<file path="config.mk">
export PLATFORM = sky130hd
export DESIGN_NAME = mem_xlate_issue
export DESIGN_NICKNAME = d
export VERILOG_FILES = /design/src/rtl/mem_xlate_issue.sv
export SDC_FILE = /design/constraint.sdc
export NUM_CORES = 1
export LEC_CHECK = 0
export ABC_AREA = 1
export ABC_CLOCK_PERIOD_IN_PS = 6700
export CAP_MARGIN = 5
export CORE_MARGIN = 8
export CORE_UTILIZATION = 28
export DETAILED_ROUTE_END_ITERATION = 10
export SYNTH_ARGS = -nofsm -noshare
export SYNTH_HDL_FRONTEND = slang
export SYNTH_SLANG_ARGS = --single-unit
</file>
<file path="constraint.sdc">
create_clock -name clk -period 6.7 [get_ports clk]
set_clock_uncertainty 0.1 [all_clocks]
set_input_delay 1.005 -clock clk [delete_from_list [all_inputs] [get_ports clk]]
set_output_delay 1.005 -clock clk [all_outputs]
set_load 0.02 [all_outputs]
</file>
<file path="src/rtl/mem_xlate_issue.sv">
// Execute-side memory access unit: stage register, address translation, exception
// detection and SRAM-like bus issue with bounded outstanding requests.
// Optional TLB path enabled by defining MEM_XLATE_TLB_EN.
module mem_xlate_issue #(
    parameter int NUM_DMW     = 2,
    parameter int OUTSTANDING = 2
) (
    input  logic                   clk,
    input  logic                   reset,
    input  logic                   in_valid,
    output logic                   in_allowin,
    input  logic                   in_load,
    input  logic                   in_store,
    input  logic [1:0]             in_size,
    input  logic [31:0]            in_vaddr,
    input  logic [31:0]            in_wdata,
    output logic                   out_valid,
    input  logic                   out_allowin,
    output logic [2:0]             out_exc,
    output logic [31:0]            out_vaddr,
    output logic                   out_mem_req,
    input  logic                   flush,
    input  logic [1:0]             crmd_plv,
    input  logic                   direct_addr,
    input  logic [3*NUM_DMW-1:0]   dmw_vseg,
    input  logic [3*NUM_DMW-1:0]   dmw_pseg,
    input  logic [NUM_DMW-1:0]     dmw_plv0,
    input  logic [NUM_DMW-1:0]     dmw_plv3,
    output logic [18:0]            tlb_vppn,
    output logic                   tlb_va_bit12,
    input  logic                   tlb_found,
    input  logic                   tlb_v,
    input  logic                   tlb_d,
    input  logic [19:0]            tlb_ppn,
    input  logic [5:0]             tlb_ps,
    input  logic [1:0]             tlb_plv,
    output logic                   data_req,
    output logic                   data_wr,
    output logic [1:0]             data_size,
    output logic [3:0]             data_wstrb,
    output logic [31:0]            data_addr,
    output logic [31:0]            data_wdata,
    input  logic                   data_addr_ok,
    input  logic                   data_data_ok,
    output logic                   data_ok_drop
);

    localparam logic [2:0] EXC_NONE = 3'd0;
    localparam logic [2:0] EXC_ALE  = 3'd1;
    localparam logic [2:0] EXC_ADEM = 3'd2;
`ifdef MEM_XLATE_TLB_EN
    localparam logic [2:0] EXC_TLBR = 3'd3;
    localparam logic [2:0] EXC_PIL  = 3'd4;
    localparam logic [2:0] EXC_PIS  = 3'd5;
    localparam logic [2:0] EXC_PPI  = 3'd6;
    localparam logic [2:0] EXC_PME  = 3'd7;
`endif
    localparam logic [2:0] OUT_MAX  = 3'(OUTSTANDING);

    // stage register
    logic        valid_q, valid_d;
    logic        load_q, load_d;
    logic        store_q, store_d;
    logic [1:0]  size_q, size_d;
    logic [31:0] vaddr_q, vaddr_d;
    logic [31:0] wdata_q, wdata_d;
    logic [2:0]  cnt_q, cnt_d;
    logic [2:0]  drop_cnt_q, drop_cnt_d;

    logic              is_mem;
    logic [NUM_DMW-1:0] win_hit;
    logic              dmw_hit;
    logic [2:0]        pseg_sel;
    logic [31:0]       paddr;
    logic [2:0]        exc_raw;
    logic [2:0]        exc;
    logic [3:0]        wstrb;
    logic [31:0]       wdata_rep;
    logic              ready_go;
    logic              accept;
    logic              data_ret;

    assign is_mem = load_q | store_q;

    for (genvar g = 0; g < NUM_DMW; g++) begin : g_win
        assign win_hit[g] = (vaddr_q[31:29] == dmw_vseg[3*g +: 3]) &
                            (((crmd_plv == 2'd0) & dmw_plv0[g]) |
                             ((crmd_plv == 2'd3) & dmw_plv3[g]));
    end

    // lowest-index window wins: scan downward so the last hit assigned is the lowest
    always_comb begin
        dmw_hit  = 1'b0;
        pseg_sel = 3'd0;
        for (int i = NUM_DMW - 1; i >= 0; i--) begin
            if (win_hit[i]) begin
                dmw_hit  = 1'b1;
                pseg_sel = dmw_pseg[3*i +: 3];
            end
        end
    end

    always_comb begin
        paddr = vaddr_q;
        if (direct_addr) begin
            paddr = vaddr_q;
        end else if (dmw_hit) begin
            paddr = {pseg_sel, vaddr_q[28:0]};
        end else begin
`ifdef MEM_XLATE_TLB_EN
            if (tlb_ps == 6'd22) paddr = {tlb_ppn[19:10], vaddr_q[21:0]};
            else                 paddr = {tlb_ppn, vaddr_q[11:0]};
`else
            paddr = vaddr_q;
`endif
        end
    end

`ifdef MEM_XLATE_TLB_EN
    logic tlb_path;
    assign tlb_path     = !direct_addr & !dmw_hit;
    assign tlb_vppn     = vaddr_q[31:13];
    assign tlb_va_bit12 = vaddr_q[12];
`else
    logic unused_tlb;
    assign unused_tlb   = ^{tlb_found, tlb_v, tlb_d, tlb_ppn, tlb_ps, tlb_plv};
    assign tlb_vppn     = 19'd0;
    assign tlb_va_bit12 = 1'b0;
`endif

    always_comb begin
        exc_raw = EXC_NONE;
        if (((size_q == 2'd1) & vaddr_q[0]) | (size_q[1] & (vaddr_q[1:0] != 2'd0))) begin
            exc_raw = EXC_ALE;
        end else if (vaddr_q[31] & (crmd_plv == 2'd3) & !dmw_hit & !direct_addr) begin
            exc_raw = EXC_ADEM;
`ifdef MEM_XLATE_TLB_EN
        end else if (tlb_path & !tlb_found) begin
            exc_raw = EXC_TLBR;
        end else if (tlb_path & !tlb_v) begin
            exc_raw = load_q ? EXC_PIL : EXC_PIS;
        end else if (tlb_path & (crmd_plv > tlb_plv)) begin
            exc_raw = EXC_PPI;
        end else if (tlb_path & store_q & !tlb_d) begin
            exc_raw = EXC_PME;
`endif
        end
    end

    assign exc = (valid_q & is_mem) ? exc_raw : EXC_NONE;

    // store lanes: narrow data is replicated so the bus picks it up by strobe
    always_comb begin
        case (size_q)
            2'd0: begin
                wstrb     = 4'b0001 << vaddr_q[1:0];
                wdata_rep = {4{wdata_q[7:0]}};
            end
            2'd1: begin
                wstrb     = vaddr_q[1] ? 4'b1100 : 4'b0011;
                wdata_rep = {2{wdata_q[15:0]}};
            end
            default: begin
                wstrb     = 4'b1111;
                wdata_rep = wdata_q;
            end
        endcase
        if (!store_q) wstrb = 4'b0000;
    end

    assign data_req   = valid_q & is_mem & (exc == EXC_NONE) & !flush & out_allowin &
                        (cnt_q < OUT_MAX);
    assign accept     = data_req & data_addr_ok;
    assign ready_go   = !is_mem | (exc != EXC_NONE) | accept;
    assign in_allowin = !valid_q | (ready_go & out_allowin);
    assign out_valid  = valid_q & ready_go;

    assign data_wr     = valid_q & store_q;
    assign data_size   = valid_q ? size_q : 2'd0;
    assign data_wstrb  = valid_q ? wstrb : 4'd0;
    assign data_addr   = valid_q ? paddr : 32'd0;
    assign data_wdata  = valid_q ? wdata_rep : 32'd0;
    assign out_exc     = exc;
    assign out_vaddr   = vaddr_q;
    assign out_mem_req = valid_q & is_mem & (exc == EXC_NONE);

    assign data_ret     = data_data_ok & (cnt_q != 3'd0);
    assign data_ok_drop = data_data_ok & (drop_cnt_q != 3'd0);

    always_comb begin
        valid_d = valid_q;
        load_d  = load_q;
        store_d = store_q;
        size_d  = size_q;
        vaddr_d = vaddr_q;
        wdata_d = wdata_q;
        if (in_valid & in_allowin) begin
            load_d  = in_load;
            store_d = in_store;
            size_d  = in_size;
            vaddr_d = in_vaddr;
            wdata_d = in_wdata;
        end
        if (flush)                       valid_d = 1'b0;
        else if (in_valid & in_allowin)  valid_d = 1'b1;
        else if (out_valid & out_allowin) valid_d = 1'b0;
    end

    // req is masked during flush, so cnt_d there already excludes any new accept
    always_comb begin
        cnt_d = cnt_q + {2'd0, accept} - {2'd0, data_ret};
        drop_cnt_d = drop_cnt_q;
        if (flush)             drop_cnt_d = cnt_d;
        else if (data_ok_drop) drop_cnt_d = drop_cnt_q - 3'd1;
    end

    always_ff @(posedge clk or posedge reset) begin
        if (reset) begin
            valid_q    <= 1'b0;
            load_q     <= 1'b0;
            store_q    <= 1'b0;
            size_q     <= 2'd0;
            vaddr_q    <= 32'd0;
            wdata_q    <= 32'd0;
            cnt_q      <= 3'd0;
            drop_cnt_q <= 3'd0;
        end else begin
            valid_q    <= valid_d;
            load_q     <= load_d;
            store_q    <= store_d;
            size_q     <= size_d;
            vaddr_q    <= vaddr_d;
            wdata_q    <= wdata_d;
            cnt_q      <= cnt_d;
            drop_cnt_q <= drop_cnt_d;
        end
    end

endmodule

</file>
==> impl_metrics.yaml, run 1 <==
run_status:
  status: "completed"
routing:
  drt-pass1-iter-count: 4
  drt_iter0_drc: 201
  via_count: 4309
  postRouteAntennaNets: 0
  post_drt_wl_per_cell_um: 15.3
  routed_wl_um: 14900
  viasPerCell: 4.42
  drc: 0
critical_path:
  crit_type: "input port to output port"
  critPathArrivalTime_ns: 3.42
  path_buf_inv: 3
  path_max_fanout: 31
  worstSetupStartpointType: "input port"
  cp-end-kind: "output port"
  crit_chain: "clkdlybuf4s50_1 -> inv_1 -> nand3_1 -> nand2_1 -> nand3_2 -> nand3_2 -> o311ai_1 -> nand2_1 -> nand2_2 -> clkdlybuf4s50_1"
  critical-path-slowest-cell: "clkdlybuf4s50_1"
  critical-path-top-delay-family: "buffers and inverters"
  slowest_delay_ns: 0.73
  cp_data_required_time_ns: 5.59
sta:
  max_slew_margin_pct: 31.5
  rsz0062_at_grt: "false"
  period_needed_ns: 4.52
  hold_viol: 0
  worstMarginPinSlew_ns: 1.03
  holdWs_ns: 0.374
  drv_slew: 0
  finalCritPeriodShare_pct: 67.5
  setup_violations: 0
  fmax_ghz: 0.221
  fin_setup_tns_ns: 0
placement:
  place_area_sq_mm: 0.00630
  dp.cells: 959
  gp_congestion: 0.747
  dp_hpwl_um: 10900
  io_buffers: 203
flow_run:
  drv_cap: 0
power:
  intPower_mw: 1.06
  clock_power_share_pct: 26.7
  combPwrFrac_pct: 36.4
  seq_power_share_pct: 36.9
  peakVddDrop_uv: 107
  switching_share_pct: 35.9
  leakage_nw: 3.42
  switchingPower_mw: 0.593
  powerDensity_mw_per_mm2: 251
clock_tree:
  cts-root-buf: "clkbuf_16"
  max-clock-path-buffers: 2
  cts_max_level: 3
  clk_latency_ns: 0.33
  holdBufCountCts: 0
  post_cts_resized: 0
  cts_buffers: 9
  clock-sinks: 75
  cts_tree: "yes"
  post_cts_buffers: 0
  clk_pin_slew_ns: 0.06
finish:
  seqCellArea_sq_mm: 0.00188
  antenna_cells: 0
  fillers: 1562
  final_nets: 913
  fin_cells: 975
  fin_area_sq_mm: 0.00658
  area.growth.synth_to_final_pct: 55.3
  multi_input_area_sq_mm: 0.00181
  drive_gt1_share_pct: 3.81
logic_synthesis:
  synth.distinct_cells: 33
  synth_ff_type: "dfrtp_1"
  syn_area_per_cell_sq_um: 7.13
  synth_edf_count: 0
  synth_seq_cells: 75
  synth_cells: 594
  yosysSeqAreaShare_pct: 44.3
  ys_async_sr_fraction_pct: 100
  yosysWarnings: 0
  syn_area_sq_mm: 0.00423
floorplanning:
  die_area_sq_mm: 0.0193
  initial_utilization_pct: 28.3
  ios: 256
  coreArea_sq_mm: 0.0150
  die_w_um: 139
  num_rows: 45
  dieHeight_um: 139
grt:
  grt_overflow: 0
  track_usage_pct: 15.2
  grt_pass1_wl_um: 23600
  grt_max_degree: 71
  antenna_found_initial: 0
  grt_pass1_vias: 4393
min_path:
  worst_hold_path_type: "register to register"
[synthesized netlist by cell type (3+ instances only)]
cell | n | area [sq um]
nand3_1 | 73 | 365
nand2_1 | 208 | 781
ha_1 | 5 | 62.6
a21oi_1 | 8 | 40.0
o21ai_0 | 11 | 55.1
buf_4 | 22 | 165
inv_1 | 80 | 300
nor2_1 | 39 | 146
clkinv_1 | 3 | 11.3
clkbuf_1 | 16 | 60.1
buf_2 | 10 | 50.1
o22ai_1 | 16 | 100
dfrtp_1 | 75 | 1880
[through the flow]
step	util [%]	power, mW	worst slack [ns]
detailed placement	42.1	1.22	2.16
CTS	43.9	1.68	2.09
global placement	42.1	1.22	2.18
floorplan	-	0.949	3.19
finish	43.9	1.65	2.18
global route	43.9	1.76	1.86
[power by group through the flow]
stage	Sequential, mW	Combinational, mW	Clock, mW
3_3_place_gp	0.615	0.603	0
2_1_floorplan	0.629	0.321	0
5_1_grt	0.623	0.662	0.477
4_1_cts	0.609	0.611	0.457
6_report	0.609	0.600	0.439
3_5_place_dp	0.616	0.609	0
[placed cells by master, fill, tap and decap left out, drive strengths merged, types with 2 or more instances in the layout]
master / n
o21ai: 13
nand2: 210
a311oi: 2
nand4: 2
ha: 5
clkdlybuf4s50: 202
buf: 5
inv: 82
a21oi: 8
dfrtp: 75
o22ai: 16
conb: 21
clkinvlp: 3
nor3: 2
nor2: 40
clkbuf: 10
clkinv: 6
nand3: 75
[state kept, by name, summed over array words and instances (netlist names)]
signal      count
wdata_q        32
size_q          2
out_vaddr      32
cnt_q           3
store_q         1
drop_cnt_q      3
load_q          1
valid_q         1
[cells by family (layout without fill, tap and decap cells)]
| logic type | after synthesis | count (layout) | synth area share, % |
|---|---|---|---|
| buffers and inverters | 135 | 308 | 14.6 |
| adders and majority gates | 6 | 6 | 1.95 |
| and+or+nand+nor | 330 | 330 | 32.1 |
| DFF | 75 | 75 | 44.3 |
| AOI/OAI and AO/OA | 44 | 44 | 6.24 |
| other | 1 | 21 | 0.0886 |
| xor gates and xnor gates | 2 | 2 | 0.414 |
| muxes | 1 | 1 | 0.266 |
[final timing paths]
check / cells after the start / start / slack, ns / end
setup reg to reg: 12 / valid_q$_DFFE_PP0P_ / 2.78 / wdata_q[17]$_DFFE_PP0P_
setup / recovery: 10 / crmd_plv[0] / 2.18 / in_allowin
hold / removal: 2 / wdata_q[18]$_DFFE_PP0P_ / 0.37 / wdata_q[18]$_DFFE_PP0P_
hold reg to reg: 2 / wdata_q[18]$_DFFE_PP0P_ / 0.37 / wdata_q[18]$_DFFE_PP0P_
max in group asynchronous: 3 / reset / 4.56 / valid_q$_DFFE_PP0P_
min in group asynchronous: 2 / reset / 0.98 / out_vaddr[22]$_DFFE_PP0P_
[per-layer routing]
layer	track usage [%]	up-vias	wire [um]
met5	0	-	0
met3	5.89	2	1150
met4	2.54	0	23
li1	-	2178	-
met1	18.4	1997	6530
met2	25.4	132	7230
[layout make-up]
cell class              instances  share of cell area [%]
repair buffers                207                    31.3
flip-flops and latches         75                    28.6
well taps                     188                    3.58
multi-input cells             404                    27.6
clock inverters                 6                   0.628
inverters                      85                    4.87
clock buffers                  10                    3.48
[worst min-delay path, delay by kind of cell (launching register included)]
| kind | cells | cell delay, ns |
|---|---|---|
| DFF | 1 | 0.34 |
| and+or+nand+nor | 2 | 0.10 |
No activity file was read; power rests on OpenSTA's default activity.
==> run 2, diff against run 1 <==
--- a/config.mk
+++ b/config.mk
@@ -6,7 +6,7 @@
 export NUM_CORES = 1
 export LEC_CHECK = 0
 export ABC_AREA = 1
-export ABC_CLOCK_PERIOD_IN_PS = 6700
+export ABC_CLOCK_PERIOD_IN_PS = 4700
 export CAP_MARGIN = 5
 export CORE_MARGIN = 8
 export CORE_UTILIZATION = 28
==> constraint.sdc (replaced) <==
create_clock -name clk -period 4.7 [get_ports clk]
set_clock_uncertainty 0.1 [all_clocks]
set_input_delay 0.705 -clock clk [delete_from_list [all_inputs] [get_ports clk]]
set_output_delay 0.705 -clock clk [all_outputs]
set_load 0.02 [all_outputs]
==> run 2 against run 1 <==
Clock power is 81% higher. Routed wire length up 1.0%. Combinational power up 46%. Core utilization increased by 0.66 points. Sequential share of layout area decreased by 0.42 points. Hold slack worse by 0.0055 ns. First-iteration DRC count up 23%.
==> impl_metrics.yaml, run 2 (synthesis gave the netlist of run 1 again) <==
critical_path:
  crit_type: "input port to output port"
  crit_chain: "clkdlybuf4s50_1 -> nand2_1 -> inv_1 -> nand2_1 -> nand2_1 -> nand3_2 -> nand2_1 -> nand2_1 -> inv_1 -> nor2_1 -> a311oi_1 -> clkdlybuf4s50_1"
  path_max_fanout: 5
  startpoint: "crmd_plv[0]"
  setup.reg_to_reg.worst_slack_ns: 1.61
  cp-endpoint: "data_addr[31]"
  cp_data_required_time_ns: 3.89
  cp-end-kind: "output port"
  reg2reg_from: "size_q[1]$_DFFE_PP0P_"
  worstSetupStartpointType: "input port"
  critPathArrivalTime_ns: 2.87
  critical-path-slowest-cell: "clkdlybuf4s50_1"
  slowest_delay_ns: 0.68
  r2r-end: "drop_cnt_q[2]$_DFFE_PP0P_"
  reg2regPathDepth: 16
  cp_common_cell: "nand2_1"
clock_tree:
  max-clock-path-buffers: 2
  cts-root-buf: "clkbuf_16"
  cts_buffers: 9
  clk_latency_ns: 0.33
  cts_max_level: 3
  holdBufCountCts: 0
  post_cts_resized: 0
  clk_pin_slew_ns: 0.06
  cts_tree: "yes"
  post_cts_buffers: 0
  clock-sinks: 75
routing:
  routed_wl_um: 15100
  drt_iter0_drc: 248
  post_drt_wl_per_cell_um: 15.5
  via_count: 4301
  drt-pass1-iter-count: 4
  drc: 0
  postRouteAntennaNets: 0
  viasPerCell: 4.41
power:
  switchingPower_mw: 0.841
  totalPowerFinal_mw: 2.53
  clock_power_share_pct: 31.4
  combPwrFrac_pct: 34.6
  switching_share_pct: 33.3
  peakVddDrop_uv: 164
  powerDensity_mw_per_mm2: 379
  seq_power_share_pct: 34.0
  intPower_mw: 1.68
  leakage_nw: 3.48
grt:
  grt_pass1_wl_um: 24100
  met2_usage_pct: 25.9
  use_met1_pct: 18.2
  top_usage_layer: "met2"
  track_usage_pct: 15.6
  use_met3_pct: 6.85
  antenna_found_initial: 0
  grt_max_degree: 70
  grt_overflow: 0
  grt_pass1_vias: 4415
floorplanning:
  dieHeight_um: 139
  die_area_sq_mm: 0.0193
  initial_utilization_pct: 28.3
  coreArea_sq_mm: 0.0150
  ios: 256
  num_rows: 45
  die_w_um: 139
finish:
  mostFrequentLayoutCells: "nand2_1 (208), clkdlybuf4s50_1 (202), inv_1 (79)"
  fillers: 1537
  antenna_cells: 0
  drive_gt1_share_pct: 3.93
  area.growth.synth_to_final_pct: 57.7
  final_common_cell: "nand2_1"
  final_nets: 915
run_status:
  status: "completed"
flow_run:
  drv_cap: 0
sta:
  fmax_ghz: 0.272
  fin_setup_tns_ns: 0
  rsz0062_at_grt: "false"
  setup_violations: 0
  hold_viol: 0
  worstMarginPinSlew_ns: 0.781
  period_needed_ns: 3.68
  finalWorstSetupSlack_ns: 1.02
  max_slew_margin_pct: 47.8
  finalCritPeriodShare_pct: 78.2
  drv_slew: 0
placement:
  gp_congestion: 0.763
  dp_hpwl_um: 10800
  io_buffers: 203
  place_ws_ns: 0.997
min_path:
  worst_hold_path_type: "register to register"
## run 2: cell count changes in the layout (fill, tap and decap cells not counted), sizes merged
cell	delta
bufinv	+3
clkinvlp	-3
buf	+2
clkbuf	+1
clkinv	-1
inv	-1
## run 2: how the worst min path moves through the flow
stage	slack [ns]	cells after the start	start	endpoint
6_report	0.37	2	wdata_q[26]$_DFFE_PP0P_	wdata_q[26]$_DFFE_PP0P_
5_1_grt	0.39	2	wdata_q[28]$_DFFE_PP0P_	wdata_q[28]$_DFFE_PP0P_
4_1_cts	0.37	2	wdata_q[26]$_DFFE_PP0P_	wdata_q[26]$_DFFE_PP0P_
3_5_place_dp	0.36	2	wdata_q[20]$_DFFE_PP0P_	wdata_q[20]$_DFFE_PP0P_
3_3_place_gp	0.35	2	wdata_q[19]$_DFFE_PP0P_	wdata_q[19]$_DFFE_PP0P_
2_1_floorplan	0.34	2	wdata_q[16]$_DFFE_PP0P_	wdata_q[16]$_DFFE_PP0P_
## run 2: final cells by class
type | count | area [sq um] | share of cell area, %
multi-input combinational | 404 | 1810 | 27.2
inverter | 85 | 320 | 4.80
tap | 188 | 235 | 3.52
clock buffer | 11 | 243 | 3.64
timing repair buffer | 209 | 2080 | 31.2
clock inverter | 4 | 98.8 | 1.48
sequential | 75 | 1880 | 28.1
## run 2: per-stage QoR
| step | hold WS [ns] | std cells | cell area (sq um) | util [%] |
|---|---|---|---|---|
| 2_1_floorplan | 0.342 | 614 | 4310 | - |
| 3_3_place_gp | 0.355 | 961 | 6330 | 42.3 |
| 3_5_place_dp | 0.359 | 961 | 6330 | 42.3 |
| 4_1_cts | 0.374 | 976 | 6670 | 44.6 |
| 5_1_grt | 0.390 | 976 | 6670 | 44.6 |
| 6_report | 0.369 | 976 | 6670 | 44.6 |
## run 2: power by group through the flow
stage                     Combinational, mW  Clock (mW)  Sequential (mW)
after detailed placement              0.885           0            0.867
after global routing                  0.969       0.840            0.877
final                                 0.875       0.793            0.858
after floorplan                       0.457           0            0.897
after CTS                             0.889       0.818            0.858
after global placement                0.878           0            0.866
## run 2: layer usage
metal / wire length, um / vias up
met5: 0 / -
met4: 143 / 0
met3: 1480 / 10
met2: 7090 / 166
met1: 6380 / 1945
li1: - / 2180
## run 2: worst max-delay path, delay by kind of cell
kind / cells / cell delay (ns)
AOI/OAI and AO/OA: 1 / 0.20
buffers and inverters: 4 / 1.36
and+or+nand+nor: 7 / 0.62
==> run 3, diff against run 2 <==
--- a/config.mk
+++ b/config.mk
@@ -6,11 +6,12 @@
 export NUM_CORES = 1
 export LEC_CHECK = 0
 export ABC_AREA = 1
-export ABC_CLOCK_PERIOD_IN_PS = 4700
+export ABC_CLOCK_PERIOD_IN_PS = 2900
 export CAP_MARGIN = 5
 export CORE_MARGIN = 8
 export CORE_UTILIZATION = 28
 export DETAILED_ROUTE_END_ITERATION = 10
+export PLACE_DENSITY = 0.66
 export SYNTH_ARGS = -nofsm -noshare
 export SYNTH_HDL_FRONTEND = slang
 export SYNTH_SLANG_ARGS = --single-unit
==> constraint.sdc (replaced) <==
create_clock -name clk -period 2.9 [get_ports clk]
set_clock_uncertainty 0.1 [all_clocks]
set_input_delay 0.435 -clock clk [delete_from_list [all_inputs] [get_ports clk]]
set_output_delay 0.435 -clock clk [all_outputs]
set_load 0.02 [all_outputs]
==> run 3 against run 2 <==
Design area is 2.6% higher. Clock power is 29% higher. Routed wire length is 2.3% higher. First-iteration DRC count is 34% lower. Largest power group unchanged. Count of clock-buffer cells in the layout stayed put. Highest routed layer unchanged.
==> impl_metrics.yaml, run 3 (synthesis gave the netlist of run 1 again) <==
floorplanning:
  die_w_um: 139
  ios: 256
  dieHeight_um: 139
  die_area_sq_mm: 0.0193
  coreArea_sq_mm: 0.0150
  num_rows: 45
  initial_utilization_pct: 28.3
placement:
  gp_congestion: 0.787
  dp.cells: 978
  io_buffers: 203
  dp_hpwl_um: 11400
finish:
  fin_cells: 997
  final_nets: 936
  drive_gt1_share_pct: 9.39
  area.growth.synth_to_final_pct: 61.8
  final_common_cell: "nand2_1"
  antenna_cells: 0
  mostFrequentLayoutCells: "nand2_1 (200), clkdlybuf4s50_1 (191), inv_1 (76)"
  fillers: 1530
critical_path:
  worstSetupStartpointType: "input port"
  cp-end-kind: "register"
  path_max_fanout: 2
  critPathArrivalTime_ns: 2.91
  reg2reg_from: "out_vaddr[29]$_DFFE_PP0P_"
  setup.reg_to_reg.worst_slack_ns: 0.13
  r2r-end: "drop_cnt_q[2]$_DFFE_PP0P_"
  reg2regPathDepth: 16
  crit_type: "input port to register"
  cp_data_required_time_ns: 3.02
  startpoint: "dmw_vseg[2]"
  cp-endpoint: "drop_cnt_q[2]$_DFFE_PP0P_"
clock_tree:
  clock-sinks: 75
  cts_buffers: 9
  cts_max_level: 3
  cts-root-buf: "clkbuf_16"
  cts_tree: "yes"
  clk_pin_slew_ns: 0.06
  clk_latency_ns: 0.34
  max-clock-path-buffers: 2
min_path:
  worst_hold_path_type: "input port to async pin"
power:
  seq_power_share_pct: 35.5
  switching_share_pct: 36.2
  clock_power_share_pct: 26.0
  powerDensity_mw_per_mm2: 572
  peakVddDrop_uv: 347
  intPower_mw: 2.50
  leakage_nw: 3.60
  switchingPower_mw: 1.42
  combPwrFrac_pct: 38.5
  totalPowerFinal_mw: 3.92
sta:
  fin_setup_tns_ns: 0
  hold_viol: 0
  drv_slew: 0
  fmax_ghz: 0.358
  finalCritPeriodShare_pct: 96.2
  period_needed_ns: 2.79
  rsz0062_at_grt: "true"
  setup_violations: 0
routing:
  routed_wl_um: 15400
  viasPerCell: 4.44
  via_count: 4424
  drt-pass1-iter-count: 4
  drt_iter0_drc: 164
  postRouteAntennaNets: 0
  drc: 0
  post_drt_wl_per_cell_um: 15.5
grt:
  grt_pass1_wl_um: 24700
  grt_max_degree: 52
  grt_overflow: 0
  track_usage_pct: 16.1
  grt_pass1_vias: 4505
  antenna_found_initial: 0
flow_run:
  drv_cap: 0
run_status:
  status: "completed"
[run 3: routing by layer]
layer / global-route usage (%) / wire [um]
met4: 4.33 / 184
met3: 6.71 / 1460
met2: 26.0 / 7200
met1: 19.3 / 6600
met5: 0 / 0
[run 3: repair_timing]
action | in CTS | in global routing
hold buffers | 0 | 0
pin swaps | 0 | 12
endpoints found under the setup margin | 12 | 13
resized for setup | 7 | 30
cloned | 0 | 0
buffers inserted | 0 | 4
[run 3: worst min-delay path by stage]
stage	from	endpoint	slack, ns	cells after the start
after floorplan	wdata_q[16]$_DFFE_PP0P_	wdata_q[16]$_DFFE_PP0P_	0.34	2
after global placement	wdata_q[16]$_DFFE_PP0P_	wdata_q[16]$_DFFE_PP0P_	0.36	2
after detailed placement	wdata_q[19]$_DFFE_PP0P_	wdata_q[19]$_DFFE_PP0P_	0.36	2
after CTS	reset	out_vaddr[14]$_DFFE_PP0P_	0.32	2
after global routing	reset	out_vaddr[27]$_DFFE_PP0P_	0.37	2
final	reset	out_vaddr[14]$_DFFE_PP0P_	0.31	2
[run 3: stage by stage]
stage / instance area [sq um] / hold WS [ns] / util, % / worst slack, ns
2_1_floorplan: 4320 / 0.342 / - / 0.00778
3_3_place_gp: 6480 / 0.356 / 43.3 / -0.294
3_5_place_dp: 6480 / 0.360 / 43.3 / -0.351
4_1_cts: 6740 / 0.322 / 45.0 / 0.00981
5_1_grt: 6850 / 0.366 / 45.7 / -0.0612
6_report: 6850 / 0.311 / 45.7 / 0.109
[run 3: worst max-delay path, stage by stage]
cell	delay, ns
clkdlybuf4s50_1	0.41
nand2_1	0.09
nand2_2	0.06
nor2_4	0.09
nand3_2	0.10
nand3_2	0.09
nand2_2	0.06
nor2_2	0.14
nand2_1	0.09
ha_1	0.27
inv_1	0.05
ha_1	0.13
inv_1	0.05
fa_2	0.37
xor2_2	0.16
a221o_1	0.31
[run 3: cell type report]
| type | count | area [sq um] | area share, % |
|---|---|---|---|
| Clock inverter | 4 | 28.8 | 0.420 |
| Multi-Input combinational cell | 404 | 1870 | 27.2 |
| Clock buffer | 11 | 233 | 3.40 |
| Inverter | 85 | 324 | 4.73 |
| Timing Repair Buffer | 230 | 2280 | 33.3 |
| Sequential cell | 75 | 1880 | 27.5 |
| Tap cell | 188 | 235 | 3.44 |
[run 3: power by group through the flow]
stage,registers (mW),clock network [mW],logic (mW)
2_1_floorplan,1.45,0,0.741
3_3_place_gp,1.40,0,1.46
3_5_place_dp,1.40,0,1.48
4_1_cts,1.39,1.05,1.48
5_1_grt,1.42,1.09,1.67
6_report,1.39,1.02,1.51
